**src/rtl/prio_enc_queue.sv**
```systemverilog
// ---------------------------------------------------------------------------
// prio_enc_queue
//
// Registered priority-encoder queue. Request bits are latched into a sticky
// pending vector; one encoded index at a time is presented on a valid/ready
// output and cleared from the pending vector when the consumer accepts it.
// Every request is therefore serviced eventually, not only the highest one.
//
// Parameters:
//   WIDTH      number of request lines (2..64)
//   OUT_W      width of out_code, must be >= $clog2(WIDTH)
//   IDLE_CODE  out_code value while nothing is pending; it is truncated or
//              zero-extended to OUT_W
//
// Ports:
//   clk        clock, all state changes on the rising edge
//   rst        synchronous active-high reset (clears pending and ptr)
//   req_in     request lines; bit i set => request i pending from next cycle
//   flush      drop all pending requests; requests arriving this cycle stay
//   rr_mode    0 = fixed priority (MSB highest), 1 = round-robin
//   out_valid  a pending request is presented
//   out_ready  consumer accepts the presented index this cycle
//   out_code   index of the presented request, or IDLE_CODE when idle
//   pend_cnt   population count of the pending vector
//
// Build option:
//   PRIO_ENC_RR_EN  when defined, rr_mode is honoured and the round-robin
//                   pointer is built. When undefined, rr_mode is ignored and
//                   selection is always fixed priority. Ports are identical
//                   in both builds.
// ---------------------------------------------------------------------------
module prio_enc_queue #(
    parameter int         WIDTH     = 16,
    parameter int         OUT_W     = 8,
    parameter logic [7:0] IDLE_CODE = 8'hF0
) (
    input  logic                       clk,
    input  logic                       rst,
    input  logic [WIDTH-1:0]           req_in,
    input  logic                       flush,
    input  logic                       rr_mode,
    output logic                       out_valid,
    input  logic                       out_ready,
    output logic [OUT_W-1:0]           out_code,
    output logic [$clog2(WIDTH+1)-1:0] pend_cnt
);

    localparam int SEL_W = $clog2(WIDTH);
    localparam int CNT_W = $clog2(WIDTH+1);

    // Pad IDLE_CODE on the left so both truncation and zero-extension to
    // OUT_W come out of one slice.
    localparam logic [OUT_W+7:0] IDLE_WIDE = {{OUT_W{1'b0}}, IDLE_CODE};
    localparam logic [OUT_W-1:0] IDLE_OUT  = IDLE_WIDE[OUT_W-1:0];

    logic [WIDTH-1:0] pending_q, pending_d;
    logic [WIDTH-1:0] clr;
    logic [SEL_W-1:0] fixed_sel;
    logic [SEL_W-1:0] sel;
    logic             accept;

    // Selection only ever looks at registered state, so req_in reaches
    // out_valid with exactly one cycle of latency.
    assign out_valid = |pending_q;

    // A flush cycle discards any accept: neither the clear nor the pointer
    // update takes effect.
    assign accept = out_valid & out_ready & ~flush;

    // Fixed priority: highest set index wins (the last hit in an ascending
    // scan overwrites the earlier ones).
    always_comb begin
        fixed_sel = '0;
        for (int i = 0; i < WIDTH; i++) begin
            if (pending_q[i]) begin
                fixed_sel = SEL_W'(i);
            end
        end
    end

`ifdef PRIO_ENC_RR_EN
    logic [SEL_W-1:0] ptr_q, ptr_d;
    logic [SEL_W-1:0] rr_sel;

    // Round-robin: start one below the last accepted index (WIDTH-1 when
    // ptr is 0), scan downward and wrap from 0 to WIDTH-1. The first set bit
    // found is chosen, so the last winner becomes the lowest priority.
    always_comb begin
        int               start;
        int               idx;
        logic [SEL_W-1:0] idx_v;
        logic             found;
        rr_sel = '0;
        found  = 1'b0;
        idx    = 0;
        idx_v  = '0;
        start  = (ptr_q == '0) ? (WIDTH - 1) : (int'(ptr_q) - 1);
        for (int k = 0; k < WIDTH; k++) begin
            idx = start - k;
            if (idx < 0) begin
                idx = idx + WIDTH;
            end
            idx_v = SEL_W'(idx);
            if (!found && pending_q[idx_v]) begin
                rr_sel = idx_v;
                found  = 1'b1;
            end
        end
    end

    // The pointer tracks the accepted index in both modes, so switching
    // modes mid-stream continues from the most recent winner.
    always_comb begin
        sel   = rr_mode ? rr_sel : fixed_sel;
        ptr_d = ptr_q;
        if (accept) begin
            ptr_d = sel;
        end
    end

    always_ff @(posedge clk) begin
        if (rst) begin
            ptr_q <= '0;
        end else begin
            ptr_q <= ptr_d;
        end
    end
`else
    // Fixed-priority-only build: rr_mode stays on the port list but has no
    // function.
    logic rr_mode_unused;
    assign rr_mode_unused = rr_mode;

    always_comb begin
        sel = fixed_sel;
    end
`endif

    // Pending update. A new request on the bit being cleared wins because
    // req_in is OR-ed in after the clear.
    always_comb begin
        clr = '0;
        if (accept) begin
            clr[sel] = 1'b1;
        end
        if (flush) begin
            pending_d = req_in;
        end else begin
            pending_d = (pending_q & ~clr) | req_in;
        end
    end

    always_ff @(posedge clk) begin
        if (rst) begin
            pending_q <= '0;
        end else begin
            pending_q <= pending_d;
        end
    end

    always_comb begin
        out_code = out_valid ? OUT_W'(sel) : IDLE_OUT;
    end

    always_comb begin
        pend_cnt = '0;
        for (int i = 0; i < WIDTH; i++) begin
            pend_cnt = pend_cnt + CNT_W'(pending_q[i]);
        end
    end

endmodule

```
**config.mk**
```make
export PLATFORM = sky130hd
export DESIGN_NAME = prio_enc_queue
export DESIGN_NICKNAME = d
export VERILOG_FILES = /design/src/rtl/prio_enc_queue.sv
export SDC_FILE = /design/constraint.sdc
export NUM_CORES = 1
export LEC_CHECK = 0
export ABC_AREA = 1
export BUFFER_PORTS_ARGS = -buffer_cell sky130_fd_sc_hd__buf_2
export CELL_PAD_IN_SITES_DETAIL_PLACEMENT = 1
export CELL_PAD_IN_SITES_GLOBAL_PLACEMENT = 1
export CORE_MARGIN = 5
export CORE_UTILIZATION = 40
export DETAILED_ROUTE_END_ITERATION = 16
export PLACE_DENSITY_LB_ADDON = 0.12
export SYNTH_ARGS = -nofsm -noshare
export SYNTH_HDL_FRONTEND = slang
export SYNTH_SLANG_ARGS = --single-unit
```
**constraint.sdc**
```tcl
create_clock -name clk -period 9.15 [get_ports clk]
set_input_delay 0 -clock clk [delete_from_list [all_inputs] [get_ports clk]]
set_output_delay 0 -clock clk [all_outputs]
set_load 0.02 [all_outputs]
```
==> results.yml <==
synth:
  ys_seq_area_share_pct: 23.59
  synth_cell_types: 33
  avgSynthCellArea_um2: 7.627
  netlist_instances: 178
  synth_area_um2: 1358
  ys_ff_latch: 16
  yosys_warnings: 0
  synth_nets: 215
global_routing:
  grt_pass1_vias: 1444
  grt_max_degree: 17
  gr-total-overflow: 0
  grt_pass1_wl_mm: 6.506
  grt_usage_pct: 19.02
  grt_antenna_before_repair: 0
detailed_routing:
  routed_wirelength_mm: 3.846
  first_pass_iters: 4
  ant_nets: 0
  drt_iter0_drc: 31
  vias: 1314
  wire_per_inst_um: 14.19
  drcViolationCount: 0
  viasPerCell: 4.849
placed_design:
  gp_congestion: 0.8441
  io_buffers: 33
  dpl.hpwl_mm: 3.051
  placed_area_um2: 1545
sta:
  finClkSkew_ns: 0.003384
  slew_headroom_pct: 72.26
  rsz0062_at_grt: "false"
  hold_violations: 0
  drv_slew: 0
  finalCriticalPeriod_ns: 3.777
  setup_viol: 0
  fmax_ghz: 0.2648
  fin_tns_setup_ns: 0
  finalCritPeriodShare_pct: 41.28
  worst_slew_pin_slew_ns: 0.4148
critical_path:
  path_cells: "fa_1 > inv_1 > fa_1 > fa_1 > fa_1 > inv_1 > ha_1 > inv_1 > fa_1 > o21ai_0 > buf_2"
  slowest_delay_ns: 0.57
  worstReg2RegEnd: "pending_q[8]$_SDFF_PP0_"
  cp.arrival_ns: 3.78
  cp_max_fo: 3
  r2r_cells: 9
  reg2reg_setup_slack_ns: 7.37
  timing.rr.start: "pending_q[15]$_SDFF_PP0_"
  startpoint_type: "register"
  slowest_stage: "fa_1"
  crit_path_end_kind: "output pin"
  crit_path_frequent_cell: "fa_1"
  path_class: "reg2out"
  worstPathRequired_ns: 9.15
floorplan:
  rows: 21
  die_width_um: 68.26
  core_region_area_um2: 3311
  design.die.area_um2: 4659
  start_util_pct: 41.01
  die_h_um: 68.26
  pin_count: 35
pwr:
  p_per_area_nw_per_um2: 172.5
  ir_worst_vdd_uv: 82.50
  p_leak_nw: 0.8869
worst_hold_path:
  holdPathEnd: "pending_q[15]$_SDFF_PP0_"
  worstHoldStart: "out_ready"
  hold_path_depth: 4
  hold_path_class: "in2reg"
finish:
  syn2layout_area_growth_pct: 28.29
  design_area_um2: 1742
  nets: 263
  drive_above_1_share_pct: 28.89
  antenna_cells: 0
  top_regs: "pending_q (16)"
  largest_reg_flops: 16
  fillers: 436
  max_flop_register: "pending_q"
clock_tree:
  cts.path.max_buffers: 2
  cts.sinks: 16
  htreeDepth: 1
  cts_tree: "built"
  cts_root_buffer: "clkbuf_4"
  clkSlewWorstSetupHoldPaths_ns: 0.10
  clock_latency_ns: 0.29
  cts_buffers: 3
outcome:
  status: "completed"
job:
  max_cap_viol_count: 0
==> final cells by class <==
class / count / area [um2] / share of cell area, %
sequential: 16 / 320.3 / 18.39
multi-input combinational: 114 / 842.1 / 48.35
tap: 46 / 57.56 / 3.305
timing repair buffer: 49 / 325.3 / 18.68
inverter: 42 / 160.2 / 9.195
clock buffer: 4 / 36.28 / 2.083
==> layer usage <==
layer | vias to the layer above | routed length (um) | global-route usage, %
met3 | 4 | 141 | 3.777
met2 | 29 | 1915 | 33.94
met1 | 624 | 1755 | 23.20
li1 | 657 | - | -
met4 | 0 | 34 | 4.715
met5 | - | 0 | 0
==> cells in the final DEF, fill, tap and decap left out, types with 2 or more instances in the layout <==
cell	n
nand3_1	11
nand2_4	3
a21oi_1	8
fa_1	10
nor3_2	2
ha_1	6
nand2_1	23
nand4_1	8
buf_2	33
nor2_1	17
a21oi_2	3
dlygate4sd3_1	16
inv_2	10
dfxtp_1	16
clkbuf_4	3
nand3b_1	2
inv_1	30
nand2_2	2
a31oi_1	8
==> critical path, delay by kind of cell, from the launching register on <==
kind	cells	cell delay, ns
adder cells (fa/ha/maj)	6	2.59
buffers and inverters	4	0.37
flip-flops	1	0.36
AO/OA/AOI/OAI	1	0.16
==> cells by family after synthesis <==
| group | Yosys count | share of synthesized area, % |
|---|---|---|
| fa+ha+maj | 16 | 20.28 |
| simple gates | 75 | 31.15 |
| xor+xnor | 2 | 1.291 |
| compound gates | 21 | 9.309 |
| buf+inv | 48 | 14.38 |
| flops | 16 | 23.59 |
==> synth_stat cells <==
master     n  area share (%)
o21ai_1    1            0.37
nor2_2     1            0.46
nand4_2    1            0.92
nor3_4     1             1.2
a21oi_1    8             2.9
nand3_1   11             4.1
a21oi_2    3             1.9
inv_4      1            0.46
nand3b_1   2             1.1
nand2_2    2            0.92
buf_4      3             1.7
nand2_4    3             2.5
nor3b_2    1            0.92
buf_1      1            0.28
nand3_4    1             1.3
nor2_4     1            0.83
nand2_1   23             6.4
ha_1       6             5.5
xor2_1     1            0.65
buf_2      1            0.37
clkbuf_1   1            0.28
nand3_2    1            0.74
xnor2_1    1            0.65
o21ai_0    1            0.37
clkinv_1   1            0.28
dfxtp_1   16              24
inv_1     30             8.3
fa_1      10              15
nor3_2     2             1.5
a31oi_1    8             3.7
nand4_1    8             3.7
inv_2     10             2.8
nor2_1    17             4.7
==> worst max path at each step <==
stage | from | to | slack [ns] | depth (start not counted)
final | pending_q[0]$_SDFF_PP0_ | pend_cnt[4] | 5.37 | 11
after global routing | pending_q[0]$_SDFF_PP0_ | pend_cnt[4] | 5.18 | 11
after CTS | pending_q[0]$_SDFF_PP0_ | pend_cnt[4] | 5.33 | 11
after detailed placement | pending_q[5]$_SDFF_PP0_ | pend_cnt[4] | 5.68 | 11
after global placement | pending_q[0]$_SDFF_PP0_ | pend_cnt[4] | 5.75 | 11
after floorplan | pending_q[5]$_SDFF_PP0_ | pend_cnt[4] | 5.72 | 10
==> where the power goes <==
group          leakage (nW)  switching, W  internal (W)
Sequential            0.134    0.00000492     0.0000743
Clock                0.0210     0.0000243     0.0000242
Combinational         0.732      0.000105     0.0000671
Total                 0.887      0.000135      0.000166
==> stage by stage <==
stage          setup WS [ns]  util [%]   power, W  hold WS, ns  instances
2_1_floorplan          5.720         -  0.0002014       0.1177        178
3_3_place_gp           5.755     46.67  0.0002410       0.2060        251
3_5_place_dp           5.678     46.67  0.0002517       0.2154        251
4_1_cts                5.330     52.61  0.0003056      0.07928        271
5_1_grt                5.176     52.61  0.0003284      0.07392        271
6_report               5.373     52.61  0.0003004      0.08195        271
==> repair_timing <==
action	in CTS	in global routing
setup buffers	0	0
gates resized for setup	0	0
endpoints found under the hold margin	16	0
hold buffers	16	0
Note: power is estimated with default switching activity, not from simulation.
